**src/rtl/i2c_line_conditioner.sv**
```systemverilog
// i2c_line_conditioner
// Pad-side front end for an I2C peripheral. Both lines are synchronised and
// glitch-filtered, then SCL edges, START/STOP conditions and bus occupancy
// are derived. While the bus is busy, every SCL rise yields one framed bit
// sample (8 data bits MSB-first, then the ACK slot).
module i2c_line_conditioner #(
    parameter int SYNC_STAGES = 2,
    parameter int FILTER_LEN  = 3
) (
    input  logic       clk,
    input  logic       rst_n,
    input  logic       scl_in,
    input  logic       sda_in,
    output logic       scl_f,
    output logic       sda_f,
    output logic       scl_rise,
    output logic       scl_fall,
    output logic       start_det,
    output logic       stop_det,
    output logic       bus_busy,
    output logic       bit_valid,
    output logic       bit_data,
    output logic [3:0] bit_index
);

    localparam int CW = $clog2(FILTER_LEN + 1);

    // Line 0 is SCL, line 1 is SDA.
    logic [1:0] w_raw;
    logic [1:0] w_filt;
    logic [1:0] w_dly;

    assign w_raw = {sda_in, scl_in};

    genvar gi;
    generate
        for (gi = 0; gi < 2; gi++) begin : g_line
            logic [SYNC_STAGES-1:0] r_sync;
            logic [CW-1:0]          r_cnt;
            logic                   r_filt;
            logic                   r_dly;
            logic                   w_s;

            assign w_s        = r_sync[SYNC_STAGES-1];
            assign w_filt[gi] = r_filt;
            assign w_dly[gi]  = r_dly;

            // Synchronise the pad, then only accept a new level once it has
            // been seen FILTER_LEN cycles in a row; keep a one-cycle delayed
            // copy of the filtered level for edge detection.
            always_ff @(posedge clk or negedge rst_n) begin
                if (!rst_n) begin
                    r_sync <= '1;
                    r_cnt  <= '0;
                    r_filt <= 1'b1;
                    r_dly  <= 1'b1;
                end else begin
                    r_sync <= {r_sync[SYNC_STAGES-2:0], w_raw[gi]};
                    r_dly  <= r_filt;
                    if (w_s == r_filt) begin
                        r_cnt <= '0;
                    end else if (r_cnt == CW'(FILTER_LEN - 1)) begin
                        r_filt <= w_s;
                        r_cnt  <= '0;
                    end else begin
                        r_cnt <= r_cnt + CW'(1);
                    end
                end
            end
        end
    endgenerate

    logic w_scl_f, w_sda_f, w_scl_d, w_sda_d;
    logic w_scl_rise, w_scl_fall, w_start, w_stop;

    assign w_scl_f = w_filt[0];
    assign w_sda_f = w_filt[1];
    assign w_scl_d = w_dly[0];
    assign w_sda_d = w_dly[1];

    // SDA moving while SCL is steadily high marks START/STOP; if SCL also
    // moved this cycle, scl_d differs from scl_f and neither condition fires.
    assign w_scl_rise = w_scl_f & ~w_scl_d;
    assign w_scl_fall = ~w_scl_f & w_scl_d;
    assign w_start    = w_scl_f & w_scl_d & ~w_sda_f & w_sda_d;
    assign w_stop     = w_scl_f & w_scl_d & w_sda_f & ~w_sda_d;

    logic       r_bus_busy;
    logic [3:0] r_bit_cnt;
    logic       r_bit_valid;
    logic       r_bit_data;
    logic [3:0] r_bit_index;

    // Bus occupancy: set after START, cleared after STOP (a stray STOP while
    // idle simply leaves it low).
    always_ff @(posedge clk or negedge rst_n) begin
        if (!rst_n) begin
            r_bus_busy <= 1'b0;
        end else if (w_start) begin
            r_bus_busy <= 1'b1;
        end else if (w_stop) begin
            r_bus_busy <= 1'b0;
        end
    end

    // Bit framing: sample SDA on each SCL rise inside a transfer. START and
    // STOP restart the 0..8 position count; the sample registers keep their
    // last value so a downstream core can read them at leisure.
    always_ff @(posedge clk or negedge rst_n) begin
        if (!rst_n) begin
            r_bit_cnt   <= 4'd0;
            r_bit_valid <= 1'b0;
            r_bit_data  <= 1'b0;
            r_bit_index <= 4'd0;
        end else begin
            r_bit_valid <= 1'b0;
            if (w_start || w_stop) begin
                r_bit_cnt <= 4'd0;
            end else if (w_scl_rise && r_bus_busy) begin
                r_bit_valid <= 1'b1;
                r_bit_data  <= w_sda_f;
                r_bit_index <= r_bit_cnt;
                r_bit_cnt   <= (r_bit_cnt == 4'd8) ? 4'd0 : r_bit_cnt + 4'd1;
            end
        end
    end

    assign scl_f     = w_scl_f;
    assign sda_f     = w_sda_f;
    assign scl_rise  = w_scl_rise;
    assign scl_fall  = w_scl_fall;
    assign start_det = w_start;
    assign stop_det  = w_stop;
    assign bus_busy  = r_bus_busy;
    assign bit_valid = r_bit_valid;
    assign bit_data  = r_bit_data;
    assign bit_index = r_bit_index;

endmodule

```
**config.mk**
```make
export PLATFORM = sky130hd
export DESIGN_NAME = i2c_line_conditioner
export DESIGN_NICKNAME = d
export VERILOG_FILES = /design/src/rtl/i2c_line_conditioner.sv
export SDC_FILE = /design/constraint.sdc
export NUM_CORES = 1
export LEC_CHECK = 0
export CORE_UTILIZATION = 25
export CTS_BUF_LIST = sky130_fd_sc_hd__clkbuf_8
export DETAILED_ROUTE_END_ITERATION = 6
export MAX_ROUTING_LAYER = met4
export SETUP_SLACK_MARGIN = 0.05
export SLEW_MARGIN = 20
export SYNTH_ARGS = -nofsm -noshare
export SYNTH_HDL_FRONTEND = slang
export SYNTH_SLANG_ARGS = --single-unit
```
**constraint.sdc**
```tcl
create_clock -name clk -period 1.39 [get_ports clk]
set_clock_uncertainty 0.2 [all_clocks]
set_input_delay 0.278 -clock clk [delete_from_list [all_inputs] [get_ports clk]]
set_output_delay 0.278 -clock clk [all_outputs]
set_load 0.05 [all_outputs]
```
After elaboration in Yosys (flattened, before gate mapping)
Cells that the tools add are included.

storage, ports and cells
  register bits after elaboration = 23
  input port bits = 4
  output and inout bits = 13

operators by class
  add/sub/neg operators = 3
  equality and inequality tests = 5
  multiplexer cells = 11
  bitwise operators = 14
  reduce and logical (&&, ||, !) cells = 7

operator list
  kind                                          count
  2-to-1 mux 4 bit                              3
  2-to-1 mux 2 bit                              4
  AND 1 bit                                     7
  inverter 1 bit                                7
  AND reduction 2 bit                           3
  adder 2 x 1 -> 2 bit (second input constant)  2
  adder 4 x 1 -> 4 bit (second input constant)  1
  equality test 2 bit (second input constant)   2
  equality test 4 bit (second input constant)   1
  2-to-1 mux 1 bit                              4
  nonzero test 2 bit                            2
  equality test 1 bit                           2
  logical AND 1 bit                             1
  logical OR 1 bit                              1

Longest topological paths before layout
  depth after elaboration = 6
  depth in mapped cells = 5

Worst setup path before layout
No wires, ideal clock.

  path kind = register to output
  start point = register g_line[0].r_filt, in the netlist scl_f
  end point = output port stop_det
  arrival = 2116 ps
  data required time = 912 ps
  slack = -1204 ps
  stages on the path, launching flop included = 3
  path buffers = 0
  cell sequence = dfstp_2 > nand2_1 > nor3b_1

between the ends
  cells in the longest elaborated chain, start to end = 3

RTL lines
  item                      line  RTL
  start: declaration        40    logic r_filt;
  start signal: assignment  63    r_filt <= w_s;
  AND 1 bit (3 in series)   86    assign w_stop = w_scl_f & w_scl_d & w_sda_f & ~w_sda_d;
  end: declaration          19    output logic stop_det,

Every way passes these cells.

Final worst setup path
Ends and elaborated chain as after synthesis.

==> metrics.cfg <==
[setup_path]
start_kind=register
worstPathRequired_ns=0.91
ff2ff_setup_slack_ns=-0.21
end_kind=primary output
r2r_end=bit_index[3]
cp_cell_sequence=nand2_4 > nor3b_4 > buf_12
slowest_delay_ns=0.64
path_class=register to primary output
timing.rr.start=scl_f
rr_worst_depth=6
slowest_stage=dfstp_4
arrival_ns=1.40
crit_path_max_fanout=3

[power]
p_leak_nw=0.713
ir_drop_v=0.000964
power.density_nw_per_um2=2470
pwr-share-comb=0.596
seq_power_share=0.303
p_int_mw=2.38
switching_share=0.395
clkPwrFrac=0.101
power.switching_mw=1.55

[layout]
area_growth_pct=70.4
fill_cells=333
diodes=0
final_core_util=0.459
drive_above_1_share=0.548
stdcell_area_sq_um=1590
nNetsFinal=122
mostFrequentLayoutCells=dfrtp_1, buf_12, buf_4, nand2_1, inv_1
final_common_cell=dfrtp_1

[timing]
tightest_slew_ns=0.246
finalSetupViolCount=19
max_clock_freq_mhz=534
min_period_ns=1.87
maxSlewViolCount=0
hold_ws_ns=0.158
grt_setup_unrepaired=yes
maxSlewHeadroom=0.834
hold_viol=0
fin_ws_ns=-0.483
period_share=1.35

[outcome]
status=finished with violations
violations=setup timing

[synth]
synthDistinctLibCells=25
yosys_warnings=0
synthSimpleGateAreaFrac=0.150
synth_compound_area_frac=0.0871
synthMuxAreaShare=0.0349
synthCells=77
synth_nets=83
ys_seq_elements=23
syn_area_sq_um=933
ys_seq_area_frac=0.627
synth_top_family_by_area=simple AND/OR/NAND/NOR gates
synthAdderAreaFrac=0.0268
avgSynthCellArea_sq_um=12.1
synthXorXnorAreaFrac=0.0282

[clock_tree]
clkTransAtPathRegs_ns=0.08
cts_buffer_depth=2
cts_buffers=3
cts_hold_buffers=0
tritoncts=done
cts_sinks=23
root_buffer=clkbuf_8
htreeDepth=1
clkLatencyLatePin_ns=0.26

[flow_run]
cap_viol_max_count=0

[route]
drc=0
dr.pass1.iters=3
drtIter0Drc=6
routedWlPerCell_um=11.4
viasPerCell=4.29
ant_nets=0
vias=690
wl_um=1840

[floorplan]
die_w_um=63.1
dieArea_sq_um=3980
die_h_um=63.1
io_pins=17
core_sq_um=3470
rows=21
start_util=0.269

[min_path]
worst_hold_path_type=input port to async pin

[placement]
portBuffers=16
place_congestion=0.722
dp_hpwl_um=1300
place_area_sq_um=1400

[global_routing]
grt_max_degree=24
antenna_found_initial=0
grt_pass1_wl_um=3270
track_usage=0.108
grt_pass1_vias=786
grt-ovfl-total=0

state kept, by name, indices dropped and copies added (netlist names):
name / count
g_line.r_cnt: 4
r_bit_cnt: 4
bit_data: 1
bus_busy: 1
sda_f: 1
bit_index: 4
g_line.r_dly: 2
bit_valid: 1
scl_f: 1
g_line.r_sync: 4
cell families (layout without fill, tap and decap cells):
logic type,Yosys count,after routing
DFF,23,23
buffers and inverters,8,46
adders and majority gates,2,2
xor gates and xnor gates,3,3
AOI/OAI and AO/OA,12,12
and+or+nand+nor,26,26
muxes,3,3
through the flow:
| step | TNS, ns | power (mW) | std cells | setup slack, ns |
|---|---|---|---|---|
| finish | -4.18 | 3.93 | 161 | -0.483 |
| floorplan | -2.47 | 2.23 | 77 | -0.432 |
| CTS | -4.02 | 3.83 | 158 | -0.498 |
| global placement | -1.12 | 3.16 | 150 | -0.189 |
| global route | -5.17 | 4.14 | 161 | -0.539 |
| detailed placement | -1.34 | 3.20 | 150 | -0.236 |
cell usage after synthesis, drive strengths merged:
master   count  area share
o211ai       1       0.013
nor3         2       0.011
o2111ai      1      0.0094
nand3        2       0.011
o21bai       1      0.0080
buf          1       0.012
a21oi        1      0.0094
o221ai       1      0.0094
inv          7       0.034
or3          1      0.0067
nand2       12       0.048
dfrtp       15        0.40
nand3b       1      0.0080
nor3b        4       0.038
and2b        1      0.0080
mux2         2       0.024
o21ai        7       0.038
dfstp        8        0.23
xnor2        3       0.028
nor2b        3       0.020
mux2i        1       0.011
ha           2       0.027
worst max-delay path by stage:
stage	start	to	slack, ns	cells after the start
2_1_floorplan	scl_f	stop_det	-0.43	2
3_3_place_gp	scl_f	stop_det	-0.19	3
6_report	scl_f	stop_det	-0.48	3
3_5_place_dp	scl_f	stop_det	-0.24	3
5_1_grt	scl_f	stop_det	-0.54	3
4_1_cts	scl_f	stop_det	-0.50	3
layout make-up:
cell class / count / area, sq um / share of cell area
sequential: 23 / 593 / 0.373
timing repair buffer: 35 / 468 / 0.294
multi-input combinational: 46 / 393 / 0.247
tap: 46 / 57.6 / 0.0362
clock buffer: 3 / 41.3 / 0.0260
inverter: 7 / 33.8 / 0.0212
clock inverter: 1 / 3.75 / 0.00236
power by group through the flow:
| stage | logic, mW | registers (mW) | clock network [mW] |
|---|---|---|---|
| 6_report | 2.34 | 1.19 | 0.396 |
| 3_3_place_gp | 1.98 | 1.17 | 0 |
| 3_5_place_dp | 2.02 | 1.19 | 0 |
| 5_1_grt | 2.48 | 1.22 | 0.440 |
| 4_1_cts | 2.24 | 1.18 | 0.414 |
| 2_1_floorplan | 0.696 | 1.53 | 0 |
critical path: cells and delay by family, from the launching register on:
kind          cells  cell delay, ns
buf+inv           1            0.17
flops             1            0.64
simple gates      2            0.32
metal layers:
| metal | vias up | GRT usage | wire (um) |
|---|---|---|---|
| li1 | 337 | - | - |
| met1 | 338 | 0.105 | 744 |
| met2 | 13 | 0.196 | 1010 |
| met3 | 2 | 0.0399 | 79 |
| met4 | 0 | 0.0320 | 7 |
| met5 | - | - | 0 |
repair_timing:
item | in CTS | in global routing
pin swaps | 6 | 1
hold endpoints to repair | 0 | 0
setup endpoints to repair | 19 | 26
resized for setup | 12 | 5
setup buffers | 4 | 3
Power figures use the tool's default switching activity.
